File: config.mk
export PLATFORM = sky130hd
export DESIGN_NAME = shaper_event_ctrl
export DESIGN_NICKNAME = d
export VERILOG_FILES = /design/src/rtl/shaper_event_ctrl.sv
export SDC_FILE = /design/constraint.sdc
export NUM_CORES = 1
export LEC_CHECK = 0
export ABC_AREA = 1
export CAP_MARGIN = 10
export CORE_MARGIN = 5
export CORE_UTILIZATION = 54
export CTS_BUF_LIST = sky130_fd_sc_hd__clkbuf_8
export CTS_CLUSTER_SIZE = 25
export DETAILED_ROUTE_END_ITERATION = 8
export PLACE_DENSITY = 0.76
export SKIP_LAST_GASP = 1
export SLEW_MARGIN = 10
export SYNTH_ARGS = -nofsm -noshare
export SYNTH_HDL_FRONTEND = slang
export SYNTH_SLANG_ARGS = --single-unit
File: constraint.sdc
create_clock -name clk -period 2.58 [get_ports clk]
set_input_delay 0.258 -clock clk [delete_from_list [all_inputs] [get_ports clk]]
set_output_delay 0.258 -clock clk [all_outputs]
set_load 0.1 [all_outputs]
File: src/rtl/shaper_event_ctrl.sv
// Trapezoid event sequencer: times rise/flat/fall windows, samples energy, rejects pile-up, queues events.
// Optional build macro SHP_BASELINE_EN subtracts a running IDLE baseline from the captured energy.
module shaper_event_ctrl #(
  parameter int K        = 100,
  parameter int L        = 200,
  parameter int PEAK_OFS = 100,
  parameter int HOLDOFF  = 16,
  parameter int DW       = 16,
  parameter int TSW      = 32
) (
  input  logic           clk,
  input  logic           rst,
  input  logic           en,
  input  logic           fast_trig,
  input  logic [DW-1:0]  shp_in,
  input  logic           cnt_clr,
  output logic           shp_rst,
  output logic           busy,
  output logic           ev_valid,
  input  logic           ev_ready,
  output logic [DW-1:0]  ev_energy,
  output logic [TSW-1:0] ev_time,
  output logic [15:0]    pileup_cnt,
  output logic [15:0]    drop_cnt
);

  localparam int WC_MAX = (2*K+L > HOLDOFF) ? 2*K+L : HOLDOFF;
  localparam int WCW    = $clog2(WC_MAX+1);

  localparam logic [WCW-1:0] RISE_LAST = WCW'(K-1);
  localparam logic [WCW-1:0] FLAT_LAST = WCW'(L-1);
  localparam logic [WCW-1:0] PEAK_AT   = WCW'(PEAK_OFS);
  localparam logic [WCW-1:0] PILE_LAST = WCW'(2*K+L-1);
  localparam logic [WCW-1:0] HOLD_LAST = WCW'(HOLDOFF-1);

  localparam logic [2:0] S_IDLE = 3'd0;
  localparam logic [2:0] S_RISE = 3'd1;
  localparam logic [2:0] S_FLAT = 3'd2;
  localparam logic [2:0] S_FALL = 3'd3;
  localparam logic [2:0] S_HOLD = 3'd4;
  localparam logic [2:0] S_PILE = 3'd5;

  logic [2:0]           state;
  logic [WCW-1:0]       wc;
  logic [TSW-1:0]       ts;
  logic [TSW-1:0]       t0_p0;
  logic signed [DW-1:0] shp_s;
  logic signed [DW-1:0] cap_val;
  logic signed [DW-1:0] energy_p0;
  logic                 in_pulse;
  logic                 arm;
  logic                 pile_hit;
  logic                 cap_hit;
  logic                 push;
  logic                 pop;
  logic                 drop;
  logic [1:0]           fcnt;
  logic signed [DW-1:0] fe0;
  logic signed [DW-1:0] fe1;
  logic [TSW-1:0]       ft0;
  logic [TSW-1:0]       ft1;

  function automatic logic [15:0] sat_inc(input logic [15:0] v);
    return (v == 16'hFFFF) ? v : v + 16'd1;
  endfunction

  assign shp_s    = $signed(shp_in);
  assign in_pulse = (state == S_RISE) || (state == S_FLAT) || (state == S_FALL);
  assign arm      = en && (state == S_IDLE) && fast_trig;
  assign pile_hit = en && fast_trig && in_pulse;
  assign cap_hit  = en && (state == S_FLAT) && (wc == PEAK_AT);
  assign push     = en && (state == S_FALL) && !fast_trig && (wc == RISE_LAST);
  assign pop      = ev_valid && ev_ready;
  assign drop     = push && (fcnt == 2'd2) && !pop;

  assign busy      = (state != S_IDLE);
  assign ev_valid  = (fcnt != 2'd0);
  assign ev_energy = fe0;
  assign ev_time   = ft0;

`ifdef SHP_BASELINE_EN
  logic signed [DW+3:0] bl_acc;
  logic signed [DW-1:0] bl;
  logic signed [DW:0]   diff_p0;

  function automatic logic signed [DW-1:0] sat_dw(input logic signed [DW:0] x);
    if (x[DW] != x[DW-1])
      return x[DW] ? {1'b1, {(DW-1){1'b0}}} : {1'b0, {(DW-1){1'b1}}};
    return x[DW-1:0];
  endfunction

  // bl_acc holds 16x the baseline so the >>>4 step keeps fractional precision
  assign bl      = bl_acc[DW+3:4];
  assign diff_p0 = {shp_s[DW-1], shp_s} - {bl[DW-1], bl};
  assign cap_val = sat_dw(diff_p0);

  always_ff @(posedge clk or negedge rst) begin
    if (!rst)
      bl_acc <= '0;
    else if (state == S_IDLE)
      bl_acc <= bl_acc + (DW+4)'(shp_s) - (DW+4)'(bl);
  end
`else
  assign cap_val = shp_s;
`endif

  always_ff @(posedge clk or negedge rst) begin
    if (!rst) begin
      ts      <= '0;
      shp_rst <= 1'b1;
    end else begin
      ts      <= ts + 1'b1;
      shp_rst <= !en;
    end
  end

  // Window sequencer: wc counts cycles spent in the current state
  always_ff @(posedge clk or negedge rst) begin
    if (!rst) begin
      state <= S_IDLE;
      wc    <= '0;
    end else if (!en) begin
      state <= S_IDLE;
      wc    <= '0;
    end else begin
      case (state)
        S_IDLE: begin
          if (fast_trig) begin
            state <= S_RISE;
            wc    <= '0;
          end
        end
        S_RISE: begin
          if (fast_trig) begin
            state <= S_PILE;
            wc    <= '0;
          end else if (wc == RISE_LAST) begin
            state <= S_FLAT;
            wc    <= '0;
          end else begin
            wc <= wc + 1'b1;
          end
        end
        S_FLAT: begin
          if (fast_trig) begin
            state <= S_PILE;
            wc    <= '0;
          end else if (wc == FLAT_LAST) begin
            state <= S_FALL;
            wc    <= '0;
          end else begin
            wc <= wc + 1'b1;
          end
        end
        S_FALL: begin
          if (fast_trig) begin
            state <= S_PILE;
            wc    <= '0;
          end else if (wc == RISE_LAST) begin
            state <= S_HOLD;
            wc    <= '0;
          end else begin
            wc <= wc + 1'b1;
          end
        end
        S_HOLD: begin
          if (wc == HOLD_LAST) begin
            state <= S_IDLE;
            wc    <= '0;
          end else begin
            wc <= wc + 1'b1;
          end
        end
        S_PILE: begin
          if (fast_trig) begin
            wc <= '0;
          end else if (wc == PILE_LAST) begin
            state <= S_HOLD;
            wc    <= '0;
          end else begin
            wc <= wc + 1'b1;
          end
        end
        default: begin
          state <= S_IDLE;
          wc    <= '0;
        end
      endcase
    end
  end

  // Stage p0: arm timestamp and flat-top energy sample
  always_ff @(posedge clk) begin
    if (arm)
      t0_p0 <= ts;
    if (cap_hit)
      energy_p0 <= cap_val;
  end

  always_ff @(posedge clk or negedge rst) begin
    if (!rst) begin
      pileup_cnt <= '0;
      drop_cnt   <= '0;
    end else if (cnt_clr) begin
      pileup_cnt <= '0;
      drop_cnt   <= '0;
    end else begin
      if (pile_hit)
        pileup_cnt <= sat_inc(pileup_cnt);
      if (drop)
        drop_cnt <= sat_inc(drop_cnt);
    end
  end

  // Two-entry fall-through FIFO; fe0/ft0 is always the head
  always_ff @(posedge clk or negedge rst) begin
    if (!rst) begin
      fcnt <= 2'd0;
      fe0  <= '0;
      fe1  <= '0;
      ft0  <= '0;
      ft1  <= '0;
    end else begin
      case ({push, pop})
        2'b10: begin
          if (fcnt == 2'd0) begin
            fe0  <= energy_p0;
            ft0  <= t0_p0;
            fcnt <= 2'd1;
          end else if (fcnt == 2'd1) begin
            fe1  <= energy_p0;
            ft1  <= t0_p0;
            fcnt <= 2'd2;
          end
        end
        2'b01: begin
          fe0  <= fe1;
          ft0  <= ft1;
          fcnt <= fcnt - 2'd1;
        end
        2'b11: begin
          if (fcnt == 2'd1) begin
            fe0 <= energy_p0;
            ft0 <= t0_p0;
          end else begin
            fe0 <= fe1;
            ft0 <= ft1;
            fe1 <= energy_p0;
            ft1 <= t0_p0;
          end
        end
        default: begin
        end
      endcase
    end
  end

endmodule

# Yosys cells after proc, flatten, opt, wreduce, memory -nomap -nowiden
# Index checks and enable logic that the tools add are counted.
word_totals:
  regBits: 223
  inputBits: 22
  output_inout_bits: 83
op_classes:
  add_sub_neg: 5
  n_eq_ne: 30
  n_mux: 43
  n_reduce_logical: 33
ops:
  columns: ["operator", "n"]
  rows:
  - ["$mux 16", 10]
  - ["$mux 32", 4]
  - ["$pmux 32 s3", 1]
  - ["$mux 9", 9]
  - ["$pmux 32 s2", 1]
  - ["$pmux 16 s3", 1]
  - ["$pmux 9 s5", 1]
  - ["$mux 3", 11]
  - ["$add 16x1->16 const B", 2]
  - ["$add 32x1->32 const B", 1]
  - ["$eq 16x16->1 const B", 2]
  - ["$pmux 16 s2", 1]
  - ["$eq 9x7->1 const B", 2]
  - ["$pmux 3 s6", 1]
  - ["$ne 3x3->1 const B", 5]
  - ["$logic_and 1x1->1", 12]
  - ["$ne 4x3->1 const B", 3]
  - ["$ne 2x2->1 const B", 5]
  - ["$reduce_bool 2->1", 5]
  - ["$add 9x1->9 const B", 1]
  - ["$eq 9x4->1 const B", 1]
  - ["$eq 9x8->1 const B", 1]
  - ["$eq 9x9->1 const B", 1]
  - ["$reduce_and 2->1", 4]
  - ["16 further kinds", 26]

# Longest topological paths before layout
depth:
  word_depth: 8
  depth_mapped: 13

# Least setup slack after synthesis
# OpenSTA, ideal clock, no wires.
synth_path:
  path_kind: "register -> register"
  from: "register state[2]"
  to: "register t0_p0[0], enable pin"
  arrival_ns: 3.059
  path_slack_ns: -0.900
  path_stages_with_launch: 4
  path_buffers: 0
  synth_period_minus_slack_ns: 3.480
  path_cell_list: "dfrtp_1 > inv_2 > nand3_1 > nor2_1"
synth_via:
  elab_chain_cells: 3
synth_rtl:
  columns: ["item", "line", "text"]
  rows:
  - ["start, declared", "43", "logic [2:0] state;"]
  - ["start signal, assigned", "120", "state <= S_IDLE;"]
  - ["start signal, assigned", "123", "state <= S_IDLE;"]
  - ["start signal, assigned", "129", "state <= S_RISE;"]
  - ["$logic_not 3->1", "69", "assign arm = en && (state == S_IDLE) && fast_trig;"]
  - ["$logic_and 1x1->1 (2 in a row)", "69", null]
  - ["net arm", "51", "logic arm;"]
  - ["end signal, assigned", "195", "t0_p0 <= ts;"]
  - ["end, declared", "46", "logic [TSW-1:0] t0_p0;"]
# The timed path passes the listed nets, and every way through them passes these cells.
# A chain may end at the register's enable or synchronous reset.

# Worst setup path in the final report
layout_path:
  from: "register wc[0]"
  to: "register fe1[6]"
layout_via:
  elab_chain_cells: 5
layout_rtl:
  columns: ["item", "line", "text"]
  rows:
  - ["start, declared", "44", "logic [WCW-1:0] wc;"]
  - ["start signal, assigned", "141", "wc <= wc + 1'b1;"]
  - ["start signal, assigned", "152", "wc <= wc + 1'b1;"]
  - ["start signal, assigned", "163", "wc <= wc + 1'b1;"]
  - ["$eq 9x7->1 *", "72", "assign push = en && (state == S_FALL) && !fast_trig && (wc == RISE_LAST);"]
  - ["$logic_and 1x1->1 *", "72", null]
  - ["$eq 2x2->1", "224", "case ({push, pop})"]
  - ["$ne 2x2->1 (no source line) / $reduce_bool 2->1 (equally long branches)", null, null]
  - ["$reduce_and 3->1 (no source line)", null, null]
  - ["end signal, assigned", "231", "fe1 <= energy_p0;"]
  - ["end signal, assigned", "248", "fe1 <= energy_p0;"]
  - ["end, declared", "59", "logic signed [DW-1:0] fe1;"]
# Mark *: on every way between the ends. The rest lies on a longest branch, timed or not.

==> results.sh <==
export IMPL_post_cts_resize_count=0
export IMPL_setup_slack_of_the_most_critical_reg_to_reg_path_ns=0.32
export IMPL_worst_ep_required_time_ns=3.01
export IMPL_mappedNetlistNets=1531
export IMPL_clk_path_buf_depth=3
export IMPL_layout_worst_path_cycle_share_pct=87.5
export IMPL_floorplan_initialDensity_pct=54.3
export IMPL_rsz0062_at_grt="no"
export IMPL_cts_htree_levels=2
export IMPL_critical_path_peak_fanout=39
export IMPL_drt_wirelength_per_cell_um=15.3
export IMPL_placement_setup_worst_slack_ns=0.272
export IMPL_die_w_um=158
export IMPL_drt_drc_violations_left=0
export IMPL_edff_count_synth=48
export IMPL_crit_path_top_delay_cell="sky130_fd_sc_hd__dfrtp_1"
export IMPL_timing_final_setup_violations=0
export IMPL_grt_overflow_total=0
export IMPL_critical_path_buf_inv_count=1
export IMPL_clock_sink_count=223
export IMPL_worst_setup_path_start_kind="flop"
export IMPL_io_pin_count=105
export IMPL_yosysUniqueCellTypes=41
export IMPL_post_route_cells_drive_above_1_share_pct=12.3
export IMPL_worst_setup_path_startpoint="wc[0]"
export IMPL_grt_antenna_before_repair=0
export IMPL_cts_root_buffer="sky130_fd_sc_hd__clkbuf_8"
export IMPL_cts_buffers=41
export IMPL_tightest_slew_ns=0.855
export IMPL_ys_dominant_reg_cell="sky130_fd_sc_hd__dfrtp_1"
export IMPL_worst_clock_skew_ns=0.0184
export IMPL_cts_reportedPaths_clkPinSlew_ns=0.06
export IMPL_ff2ff_path_depth=9
export IMPL_timing_critical_path_mode_cell="sky130_fd_sc_hd__nand2_1"
export IMPL_timing_worst_setup_path_type="flop to flop"
export IMPL_die_height_um=158
export IMPL_number_of_standard_cells_after_synthesis=1501
export IMPL_grt_max_degree=77
export IMPL_setup_tns_ns=0
export IMPL_detailed_place_hpwl_um=19500
export IMPL_wirelength_um=29300
export IMPL_port_buffers=104
export IMPL_final_cell_mix="sky130_fd_sc_hd__nand2_1 (483), sky130_fd_sc_hd__dfrtp_1 (174), sky130_fd_sc_hd__inv_1 (136)"
export IMPL_yosys_register_bits=223
export IMPL_leakagePower_nw=6.69
export IMPL_netlist_area_pre_place_um2=11800
export IMPL_worstSkewPairLatency_ns=0.55
export IMPL_avgViaCountPerCell=5.44
export IMPL_design_die_area_um2=24900
export IMPL_crit_chain="ha_1, nand2_1, nor2_1, nand2_2, nor2_4, nand2_4, clkinv_1, o211ai_1, nand2_1"
export IMPL_worstPathArrival_ns=2.68
export IMPL_final_hold_viol_count=0
export IMPL_power_density_relative_to_cell_area_nw_per_um2=1000
export IMPL_layout_setup_ws_ns=0.323
export IMPL_holdCritPathClass="primary input to flop"
export IMPL_antenna_cells_inserted=0
export IMPL_timing_final_crit_period_ns=2.26
export IMPL_peakVddDrop_mv=0.604
export IMPL_first_iter_violations=793
export IMPL_detailed_place_area_um2=12900
export IMPL_slew_violations=0
export IMPL_final_area_um2=13800
export IMPL_final_common_cell="sky130_fd_sc_hd__nand2_1"
export IMPL_synth_sequential_area_ratio_pct=49.4
export IMPL_drt_pass1_iterations=5
export IMPL_yosys_warnings=0
export IMPL_row_count=54
export IMPL_synthToLayoutAreaGrowth_pct=16.9
export IMPL_gpl_final_weighted_congestion=0.923
export IMPL_max_slew_margin_pct=42.9
export IMPL_proportion_of_synthesized_flip_flops_having_asynchronous_set_or_reset_pct=78.5
export IMPL_cp_num_cells=9
export IMPL_number_of_global_route_vias_before_repair=10100
export IMPL_maxCapViolations=0
export IMPL_outcome="completed"
export IMPL_route_vias_total=10400
export IMPL_endpoint_kind="flop"
export IMPL_core_area_um2=21700
export IMPL_timing_critical_path_slowest_cell_delay_ns=0.40
export IMPL_first_pass_grt_wire_length_um=49000
export IMPL_syn_mean_instance_area_um2=7.85
export IMPL_cts_tree="yes"
export IMPL_maxClockFrequency_ghz=0.443
export IMPL_regToRegEndpoint="fe1[6]"
export IMPL_cp_top_family="simple AND/OR/NAND/NOR gates"
export IMPL_layout_nets=1637
export IMPL_drtAntennaViolNets=0
export IMPL_endpoint="fe1[6]"
export IMPL_grtUsageTotal_pct=24.0
export IMPL_rr_startpoint="wc[0]"
[per-stage QoR]
step / total power, mW / cells / utilization [%] / hold WS (ns)
2_1_floorplan: 9.11 / 1501 / - / -0.0376
3_5_place_dp: 10.5 / 1843 / 59.7 / 0.302
3_3_place_gp: 10.4 / 1843 / 59.7 / 0.298
6_report: 13.8 / 1919 / 63.5 / 0.262
4_1_cts: 13.9 / 1919 / 63.5 / 0.233
5_1_grt: 14.5 / 1919 / 63.5 / 0.239
[flip-flops by register name (all words and copies together) (netlist names)]
register    flops
wc              9
ev_energy      16
ts             32
energy_p0      16
fcnt            2
state           3
ev_time        32
pileup_cnt     16
shp_rst         1
drop_cnt       16
fe1            16
t0_p0          32
ft1            32
[cell usage after synthesis, types with 2 or more instances]
| cell | n | area share, % |
|---|---|---|
| sky130_fd_sc_hd__or2_0 | 5 | 0.27 |
| sky130_fd_sc_hd__o21ai_0 | 134 | 5.7 |
| sky130_fd_sc_hd__dfrtp_1 | 174 | 37 |
| sky130_fd_sc_hd__o21bai_1 | 4 | 0.25 |
| sky130_fd_sc_hd__edfxtp_1 | 48 | 12 |
| sky130_fd_sc_hd__o211ai_1 | 38 | 2.4 |
| sky130_fd_sc_hd__ha_1 | 8 | 0.85 |
| sky130_fd_sc_hd__a21oi_1 | 59 | 2.5 |
| sky130_fd_sc_hd__nand2_1 | 483 | 15 |
| sky130_fd_sc_hd__inv_2 | 9 | 0.29 |
| sky130_fd_sc_hd__nor4_1 | 3 | 0.16 |
| sky130_fd_sc_hd__nand3_1 | 88 | 3.7 |
| sky130_fd_sc_hd__xor2_1 | 32 | 2.4 |
| sky130_fd_sc_hd__nor2_1 | 103 | 3.3 |
| sky130_fd_sc_hd__nor3_2 | 2 | 0.17 |
| sky130_fd_sc_hd__nor2_4 | 2 | 0.19 |
| sky130_fd_sc_hd__o22ai_1 | 3 | 0.16 |
| sky130_fd_sc_hd__clkbuf_1 | 28 | 0.89 |
| sky130_fd_sc_hd__nor2_2 | 4 | 0.21 |
| sky130_fd_sc_hd__nor3_1 | 30 | 1.3 |
| sky130_fd_sc_hd__buf_1 | 5 | 0.16 |
| sky130_fd_sc_hd__nand2_2 | 7 | 0.37 |
| sky130_fd_sc_hd__buf_6 | 7 | 0.67 |
| sky130_fd_sc_hd__xnor2_1 | 17 | 1.3 |
| sky130_fd_sc_hd__buf_2 | 25 | 1.1 |
| sky130_fd_sc_hd__nand4_1 | 22 | 1.2 |
| sky130_fd_sc_hd__buf_4 | 4 | 0.25 |
| sky130_fd_sc_hd__o21ai_1 | 25 | 1.1 |
| sky130_fd_sc_hd__inv_1 | 119 | 3.8 |
| sky130_fd_sc_hd__or2_2 | 2 | 0.11 |
[power breakdown]
group	internal, mW	switching, mW	leakage [nW]	total, mW
combinational	1.27	4.73	3.44	6.00
sequential	4.11	0.332	2.76	4.44
clock	1.89	1.47	0.486	3.36
total	7.26	6.53	6.69	13.8
[how the worst min path moves through the flow]
stage	startpoint	to	depth (start not counted)
2_1_floorplan	rst	drop_cnt[0]	0
3_3_place_gp	rst	wc[4]	1
3_5_place_dp	rst	wc[7]	1
4_1_cts	shp_in[0]	energy_p0[0]	1
5_1_grt	shp_in[2]	energy_p0[2]	1
6_report	shp_in[0]	energy_p0[0]	1
[final cells by class]
type,instances,area (um2)
fillers,1854,7920
flip-flops and latches,223,5820
multi-input cells,1078,5140
repair buffers,133,1140
clock buffers,48,661
inverters,130,489
well taps,280,350
clock inverters,27,163
[routing by layer]
metal	vias up	global-route usage [%]	wire (um)
met4	0	7.41	580
met2	339	37.4	13500
met5	-	0	0
met1	4917	34.0	13100
met3	52	4.87	2170
li1	5136	-	-
[cell families after synthesis]
family / count (synthesis) / synth area share [%]
AOI/OAI and AO/OA: 266 / 12.3
and+or+nand+nor: 755 / 26.6
DFF: 223 / 49.4
xor gates and xnor gates: 49 / 3.64
buffers and inverters: 200 / 7.23
adders and majority gates: 8 / 0.849
[repair_timing]
item | CTS | global route
hold buffers | 1 | 0
setup buffers | 0 | 0
hold endpoints to repair | 58 | 0
No activity file was read; power rests on OpenSTA's default activity.
